`src/rtl/sdram_test_pkg.sv`:
```
// Shared encodings, FSM states and pattern generator for the SDRAM
// pattern tester and the controller wrapper.
package sdram_test_pkg;

   localparam logic [1:0] CMD_IDLE  = 2'd0;
   localparam logic [1:0] CMD_WRITE = 2'd1;
   localparam logic [1:0] CMD_READ  = 2'd2;

   typedef enum logic [2:0] {
      ST_IDLE,
      ST_WRITE,
      ST_WRITE_GAP,
      ST_READ,
      ST_READ_GAP,
      ST_DONE
   } state_t;

   function automatic logic [15:0] pattern(
      input logic [15:0] addr,
      input logic        pass,
      input logic [15:0] seed
   );
      return addr ^ seed ^ {16{pass}};
   endfunction

endpackage

```
`src/rtl/sdram_test_watchdog.sv`:
```
// Per-state stall counter; expire stays high once the limit is reached
// until the next clear.
module sdram_test_watchdog #(
   parameter int unsigned TIMEOUT_CYCLES = 1024
) (
   input  logic clk,
   input  logic reset_n,
   input  logic clear,
   output logic expire
);

   localparam int unsigned CW = $clog2(TIMEOUT_CYCLES + 1);

   logic [CW-1:0] count;

   assign expire = (count == CW'(TIMEOUT_CYCLES - 1));

   always_ff @(posedge clk or negedge reset_n) begin
      if (!reset_n)
         count <= '0;
      else if (clear)
         count <= '0;
      else if (!expire)
         count <= count + CW'(1);
   end

endmodule

```
`src/rtl/sdram_pattern_tester.sv`:
```
// Write / read-back / compare traffic generator driving the SDRAM
// controller request port, with optional complemented second pass.
module sdram_pattern_tester
   import sdram_test_pkg::*;
#(
   parameter int unsigned           ADDR_WIDTH     = 22,
   parameter int unsigned           DATA_WIDTH     = 16,
   parameter logic [ADDR_WIDTH-1:0] ADDR_LAST      = 22'h3F_FFFF,
   parameter logic [15:0]           SEED           = 16'h0000,
   parameter bit                    INVERT_PASS    = 1'b1,
   parameter int unsigned           TIMEOUT_CYCLES = 1024
) (
   input  logic                  clk,
   input  logic                  reset_n,
   input  logic                  start,
   output logic [1:0]            command,
   output logic [ADDR_WIDTH-1:0] data_address,
   output logic [DATA_WIDTH-1:0] data_write,
   input  logic [DATA_WIDTH-1:0] data_read,
   input  logic                  data_read_valid,
   input  logic                  data_write_done,
   output logic                  busy,
   output logic                  done,
   output logic                  pass,
   output logic                  timeout,
   output logic [15:0]           error_count,
   output logic [ADDR_WIDTH-1:0] first_err_address,
   output logic [DATA_WIDTH-1:0] first_err_read,
   output logic [DATA_WIDTH-1:0] first_err_expected
);

   state_t                state, state_d;
   logic                  pass_sel, pass_sel_d;
   logic [ADDR_WIDTH-1:0] addr_d;
   logic [1:0]            command_d;
   logic [DATA_WIDTH-1:0] data_write_d, expected;
   logic                  busy_d, done_d, pass_d, timeout_d;
   logic [15:0]           err_d;
   logic [ADDR_WIDTH-1:0] fa_d;
   logic [DATA_WIDTH-1:0] fr_d, fe_d;
   logic                  at_last, wd_clear, wd_expire;

   function automatic logic [DATA_WIDTH-1:0] word(
      input logic [ADDR_WIDTH-1:0] a,
      input logic                  p
   );
      return DATA_WIDTH'(pattern(16'(a), p, SEED));
   endfunction

   sdram_test_watchdog #(
      .TIMEOUT_CYCLES(TIMEOUT_CYCLES)
   ) u_watchdog (
      .clk    (clk),
      .reset_n(reset_n),
      .clear  (wd_clear),
      .expire (wd_expire)
   );

   always_comb begin
      state_d    = state;
      pass_sel_d = pass_sel;
      addr_d     = data_address;
      timeout_d  = timeout;
      err_d      = error_count;
      fa_d       = first_err_address;
      fr_d       = first_err_read;
      fe_d       = first_err_expected;
      expected   = word(data_address, pass_sel);
      at_last    = (data_address == ADDR_LAST);

      unique case (state)
         ST_IDLE, ST_DONE: begin
            if (start) begin
               state_d    = ST_WRITE;
               pass_sel_d = 1'b0;
               addr_d     = '0;
               timeout_d  = 1'b0;
               err_d      = '0;
               fa_d       = '0;
               fr_d       = '0;
               fe_d       = '0;
            end
         end
         ST_WRITE: begin
            if (data_write_done) begin
               if (at_last) begin
                  addr_d  = '0;
                  state_d = ST_READ_GAP;
               end else begin
                  addr_d  = data_address + ADDR_WIDTH'(1);
                  state_d = ST_WRITE_GAP;
               end
            end else if (wd_expire) begin
               timeout_d = 1'b1;
               state_d   = ST_DONE;
            end
         end
         ST_WRITE_GAP: state_d = ST_WRITE;
         ST_READ: begin
            if (data_read_valid) begin
               if (data_read != expected) begin
                  if (error_count != 16'hFFFF)
                     err_d = error_count + 16'd1;
                  if (error_count == 16'd0) begin
                     fa_d = data_address;
                     fr_d = data_read;
                     fe_d = expected;
                  end
               end
               if (at_last && !pass_sel && INVERT_PASS) begin
                  pass_sel_d = 1'b1;
                  addr_d     = '0;
                  state_d    = ST_WRITE_GAP;
               end else if (at_last) begin
                  state_d = ST_DONE;
               end else begin
                  addr_d  = data_address + ADDR_WIDTH'(1);
                  state_d = ST_READ_GAP;
               end
            end else if (wd_expire) begin
               timeout_d = 1'b1;
               state_d   = ST_DONE;
            end
         end
         ST_READ_GAP: state_d = ST_READ;
         default: state_d = ST_IDLE;
      endcase

      // outputs are registered, so derive them from the next state
      command_d    = CMD_IDLE;
      data_write_d = data_write;
      if (state_d == ST_WRITE) begin
         command_d    = CMD_WRITE;
         data_write_d = word(addr_d, pass_sel_d);
      end else if (state_d == ST_READ) begin
         command_d = CMD_READ;
      end
      busy_d   = (state_d != ST_IDLE) && (state_d != ST_DONE);
      done_d   = (state_d == ST_DONE);
      pass_d   = done_d && (err_d == 16'd0) && !timeout_d;
      wd_clear = (state_d != state);
   end

   always_ff @(posedge clk or negedge reset_n) begin
      if (!reset_n) begin
         state              <= ST_IDLE;
         pass_sel           <= 1'b0;
         command            <= CMD_IDLE;
         data_address       <= '0;
         data_write         <= '0;
         busy               <= 1'b0;
         done               <= 1'b0;
         pass               <= 1'b0;
         timeout            <= 1'b0;
         error_count        <= '0;
         first_err_address  <= '0;
         first_err_read     <= '0;
         first_err_expected <= '0;
      end else begin
         state              <= state_d;
         pass_sel           <= pass_sel_d;
         command            <= command_d;
         data_address       <= addr_d;
         data_write         <= data_write_d;
         busy               <= busy_d;
         done               <= done_d;
         pass               <= pass_d;
         timeout            <= timeout_d;
         error_count        <= err_d;
         first_err_address  <= fa_d;
         first_err_read     <= fr_d;
         first_err_expected <= fe_d;
      end
   end

endmodule

```
`config.mk`:
```
export PLATFORM = sky130hd
export DESIGN_NAME = sdram_pattern_tester
export DESIGN_NICKNAME = d
export VERILOG_FILES = /design/src/rtl/sdram_test_pkg.sv /design/src/rtl/sdram_test_watchdog.sv /design/src/rtl/sdram_pattern_tester.sv
export SDC_FILE = /design/constraint.sdc
export NUM_CORES = 1
export LEC_CHECK = 0
export BUFFER_PORTS_ARGS = -buffer_cell sky130_fd_sc_hd__buf_2
export CORE_MARGIN = 1
export CORE_UTILIZATION = 50
export DETAILED_ROUTE_END_ITERATION = 8
export GPL_ROUTABILITY_DRIVEN = 0
export PLACE_DENSITY = 0.73
export SYNTH_ARGS = -nofsm -noshare
export SYNTH_HDL_FRONTEND = slang
export SYNTH_SLANG_ARGS = --single-unit
```
`constraint.sdc`:
```
create_clock -name clk -period 6.8 [get_ports clk]
set_input_delay 1.36 -clock clk [delete_from_list [all_inputs] [get_ports clk]]
set_output_delay 1.36 -clock clk [all_outputs]
set_load 0.03 [all_outputs]
```
==> metrics.md <==
| Metric | Value |
|---|---|
| Leakage | `4.28 nW` |
| Setup violators final | `0` |
| Number of instances in the synthesized netlist | `702` |
| Chip Width | `120 µm` |
| Switching portion of total power | `41.4%` |
| Overall routed net length | `18900 µm` |
| Worst max-slew margin expressed relative to the limit | `17.1%` |
| Die height | `120 µm` |
| Kind of critical path | `reg2reg` |
| Clock latency reported for the late side of the worst-skew pair | `0.42 ns` |
| Final antenna diode count | `0` |
| H-tree level count | `4` |
| Worst min path class | `reg2reg` |
| Commonest non-fill, non-tap cell in the layout | `buf_2` |
| Number of hold buffers added after CTS | `0` |
| Final cell area excluding filler cells | `0.00818 mm²` |
| First-pass GRT wire length | `30400 µm` |
| DP HPWL | `12900 µm` |
| Root buffer cell | `clkbuf_16` |
| Residual overflow from global routing | `0` |
| Synthesized flop and latch total | `129` |
| Critical path buffer and inverter count | `1` |
| Peak supply drop | `0.287 mV` |
| Number of violations of the max-capacitance limit | `0` |
| Number of global-route vias before repair | `5778` |
| Worst slew pin tran | `1.24 ns` |
| Area of the mapped netlist | `0.00694 mm²` |
| Ports placed on the boundary | `135` |
| Number of gates given a new drive strength after cts | `0` |
| Switching pwr | `0.00119 W` |
| Number of instances in the placed design | `964` |
| Ratio of final minimum period to clock period | `59.2%` |
| Sink Count | `129` |
| Yosys warning count | `0` |
| Most used cells in the layout excluding fill and tap cells | `buf_2, dfrtp_1, a22o_1, nand2_1, nor2_1` |
| Total internal power | `0.00169 W` |
| Via density per instance | `6.21` |
| Total Nets Final | `833` |
| Number of search-and-repair iterations in the first detailed-routing pass | `6` |
| Number of antenna violations at the first check in global routing | `0` |
| Post-CTS Repair Setup Buffers | `0` |
| Number of placement rows | `42` |
| Start point of the critical path | `data_address[1]` |
| Synthesized-area fraction occupied by and/or/nand/nor cells | `18.3%` |
| Synthesized Nets | `728` |
| Reg-to-reg critical path startpoint | `data_address[1]` |
| Kind of cell adding the most delay to the critical path | `simple AND/OR/NAND/NOR gates` |
| Sequential area share after synthesis | `46.5%` |
| Comb power frac | `36.2%` |
| Critical Path Start Type | `register` |
| Proportion of synthesized flip-flops having asynchronous set or reset | `100%` |
| Finished Layout Cells | `993` |
| Final Critical Period | `4.02 ns` |
| Accumulated negative setup slack | `0 ns` |
| Cells traversed along the worst timing path | `ha_1 > and4_4 > nand4_4 > nor4_4 > inv_2 > o211ai_1 > o31ai_1 > xor2_1 > mux2_2` |
| Area grow syn2layout | `17.8%` |
| Most instantiated flip-flop cell in the synthesis netlist | `dfrtp_1` |
| Buffers from clock root to sink, at most | `2` |
| Required time at the worst-slack endpoint | `7.10 ns` |
| Starting utilization of the core area | `51.8%` |
| Worst-path clk slew | `0.06 ns` |
| Number of buffers inserted by port buffering | `134` |
| Per-cell routed wire length | `19.0 µm` |
| Post-route DRC violation count | `0` |
| Master of the slowest instance on the critical path | `nor4_4` |
| Number of hold-slack violations in the final timing report | `0` |
| Adder and majority gate portion of the synthesized area | `0.901%` |
| Total via count after detailed routing | `6164` |
| Sequential power share | `34.8%` |
| Multiplexer fraction of the synthesized cell area | `2.92%` |
| Signal arrival time at the worst endpoint | `4.33 ns` |
| Critical Path End Type | `register` |
| Pwr/cell area | `353 mW/mm²` |
| Placeable core region | `0.0134 mm²` |
| Hold Path Origin | `data_write[13]` |
| Maximum frequency from static timing analysis | `0.249 GHz` |
| CP max stage delay | `0.85 ns` |
| Max-slew violation total from the final report | `0` |
| Share of cells above drive strength 1 | `24.8%` |
| Largest family of logic cells by synthesized area | `compound AO/OA/AOI/OAI gates` |
| Count of flip-flops with a built-in enable after synthesis | `0` |
| GRT Overall Usage | `27.1%` |
| Largest clock skew in the final design | `0.00624 ns` |
| Crit Path Max Fanout | `17` |
| Number of different library cells in the post-synthesis netlist | `71` |
| Part of the total power dissipated in the clock network | `29.0%` |
| Area after DPL | `0.00765 mm²` |
| Mapped Avg Cell Area | `9.89 µm²` |
| Overall die area | `0.0144 mm²` |
| Xor-xnor portion of the synthesized cell area | `7.19%` |
| Setup repair after global routing missed its margin | `false` |
| TritonCTS buffer count | `17` |
| Post-route ant nets | `0` |
| Drt first-iter violations | `700` |
| Pin count of the biggest net entering global routing | `75` |
| Run status | `completed` |
| Compound-Gate Fraction of Synth Area | `20.1%` |
| CTS tree | `done` |
cell type report:
class	instances	area, µm²
sequential	129	3230
timing repair buffer	138	703
clock inverter	10	90.1
clock buffer	19	443
fill	1144	5220
inverter	15	56.3
multi-input combinational	506	3440
tap	176	220
Yosys cell counts, drive strengths merged (5+ instances only):
master,number,area (µm²)
or3,5,31.3
nor3,17,85.1
nand2,54,203
clkbuf,30,113
a21oi,18,90.1
and2,8,50.1
o41ai,5,43.8
a22o,55,482
nand4,20,140
o31ai,9,67.6
mux2,18,203
ha,5,62.6
xnor2,11,96.3
nor2,55,223
nor4,9,77.6
a31o,5,43.8
a31oi,11,68.8
xor2,46,403
nand3,21,105
dfrtp,129,3230
and4,5,48.8
nand2b,6,37.5
inv,15,56.3
and3,18,113
buf,22,118
o21ai,47,250
state kept, by name (all words and copies together), names as in the netlist:
name and count:
busy 1, pass 1, data_address 22, state 3
error_count 16, u_watchdog.count 11, done 1, data_write 16
first_err_expected 16, first_err_read 16, command 2, pass_sel 1
timeout 1, first_err_address 22
kinds of logic (layout without fill, tap and decap cells):
| family | after synthesis | in the layout |
|---|---|---|
| and+or+nand+nor | 237 | 237 |
| AOI/OAI and AO/OA | 189 | 189 |
| DFF | 129 | 129 |
| buffers and inverters | 67 | 182 |
| xor gates and xnor gates | 57 | 57 |
| muxes | 18 | 18 |
| adders and majority gates | 5 | 5 |
worst reg2reg max path: cells and delay by family (launching register included):
kind                     cells  cell delay (ns)
adder cells (fa/ha/maj)      1             0.39
multiplexers                 1             0.30
buffers and inverters        1             0.20
AND/OR/NAND/NOR              3             1.26
AO/OA/AOI/OAI                2             0.94
XOR/XNOR                     1             0.22
flip-flops                   1             0.61
metal layers:
| layer | part of all wire (%) | up-vias | GRT usage (%) |
|---|---|---|---|
| met2 | 46 | 327 | 41.2 |
| met1 | 44 | 2996 | 37.4 |
| met5 | 0 | - | 0 |
| met4 | 2.3 | 0 | 9.61 |
| li1 | - | 2799 | - |
| met3 | 8.0 | 42 | 7.03 |
power groups by stage:
stage	combinational (W)	clock (W)	sequential (W)
6_report	0.00104	0.000835	0.00100
5_1_grt	0.00113	0.000884	0.00102
4_1_cts	0.00104	0.000850	0.00100
3_5_place_dp	0.00103	0	0.00101
3_3_place_gp	0.00101	0	0.00101
2_1_floorplan	0.000672	0	0.00109
metrics by stage:
step                power [W]  util (%)  worst slack (ns)  hold WS, ns
global placement      0.00202      57.1              2.48        0.465
global route          0.00303      61.1              2.46        0.506
CTS                   0.00289      61.1              2.83        0.491
finish                0.00288      61.1              2.78        0.491
floorplan             0.00176         -              3.40        0.477
detailed placement    0.00204      57.1              2.41        0.477
path summary, 6_finish.rpt:
| path | end | slack, ns | depth (start not counted) |
|---|---|---|---|
| max in group asynchronous | data_write[2] | 4.38 | 2 |
| hold / removal | data_write[13] | 0.49 | 1 |
| setup / recovery | data_write[15] | 2.78 | 9 |
| hold reg to reg | data_write[13] | 0.49 | 1 |
| setup reg to reg | data_write[15] | 2.78 | 9 |
| min in group asynchronous | first_err_address[15] | 0.98 | 1 |
Power figures use the tool's default switching activity.
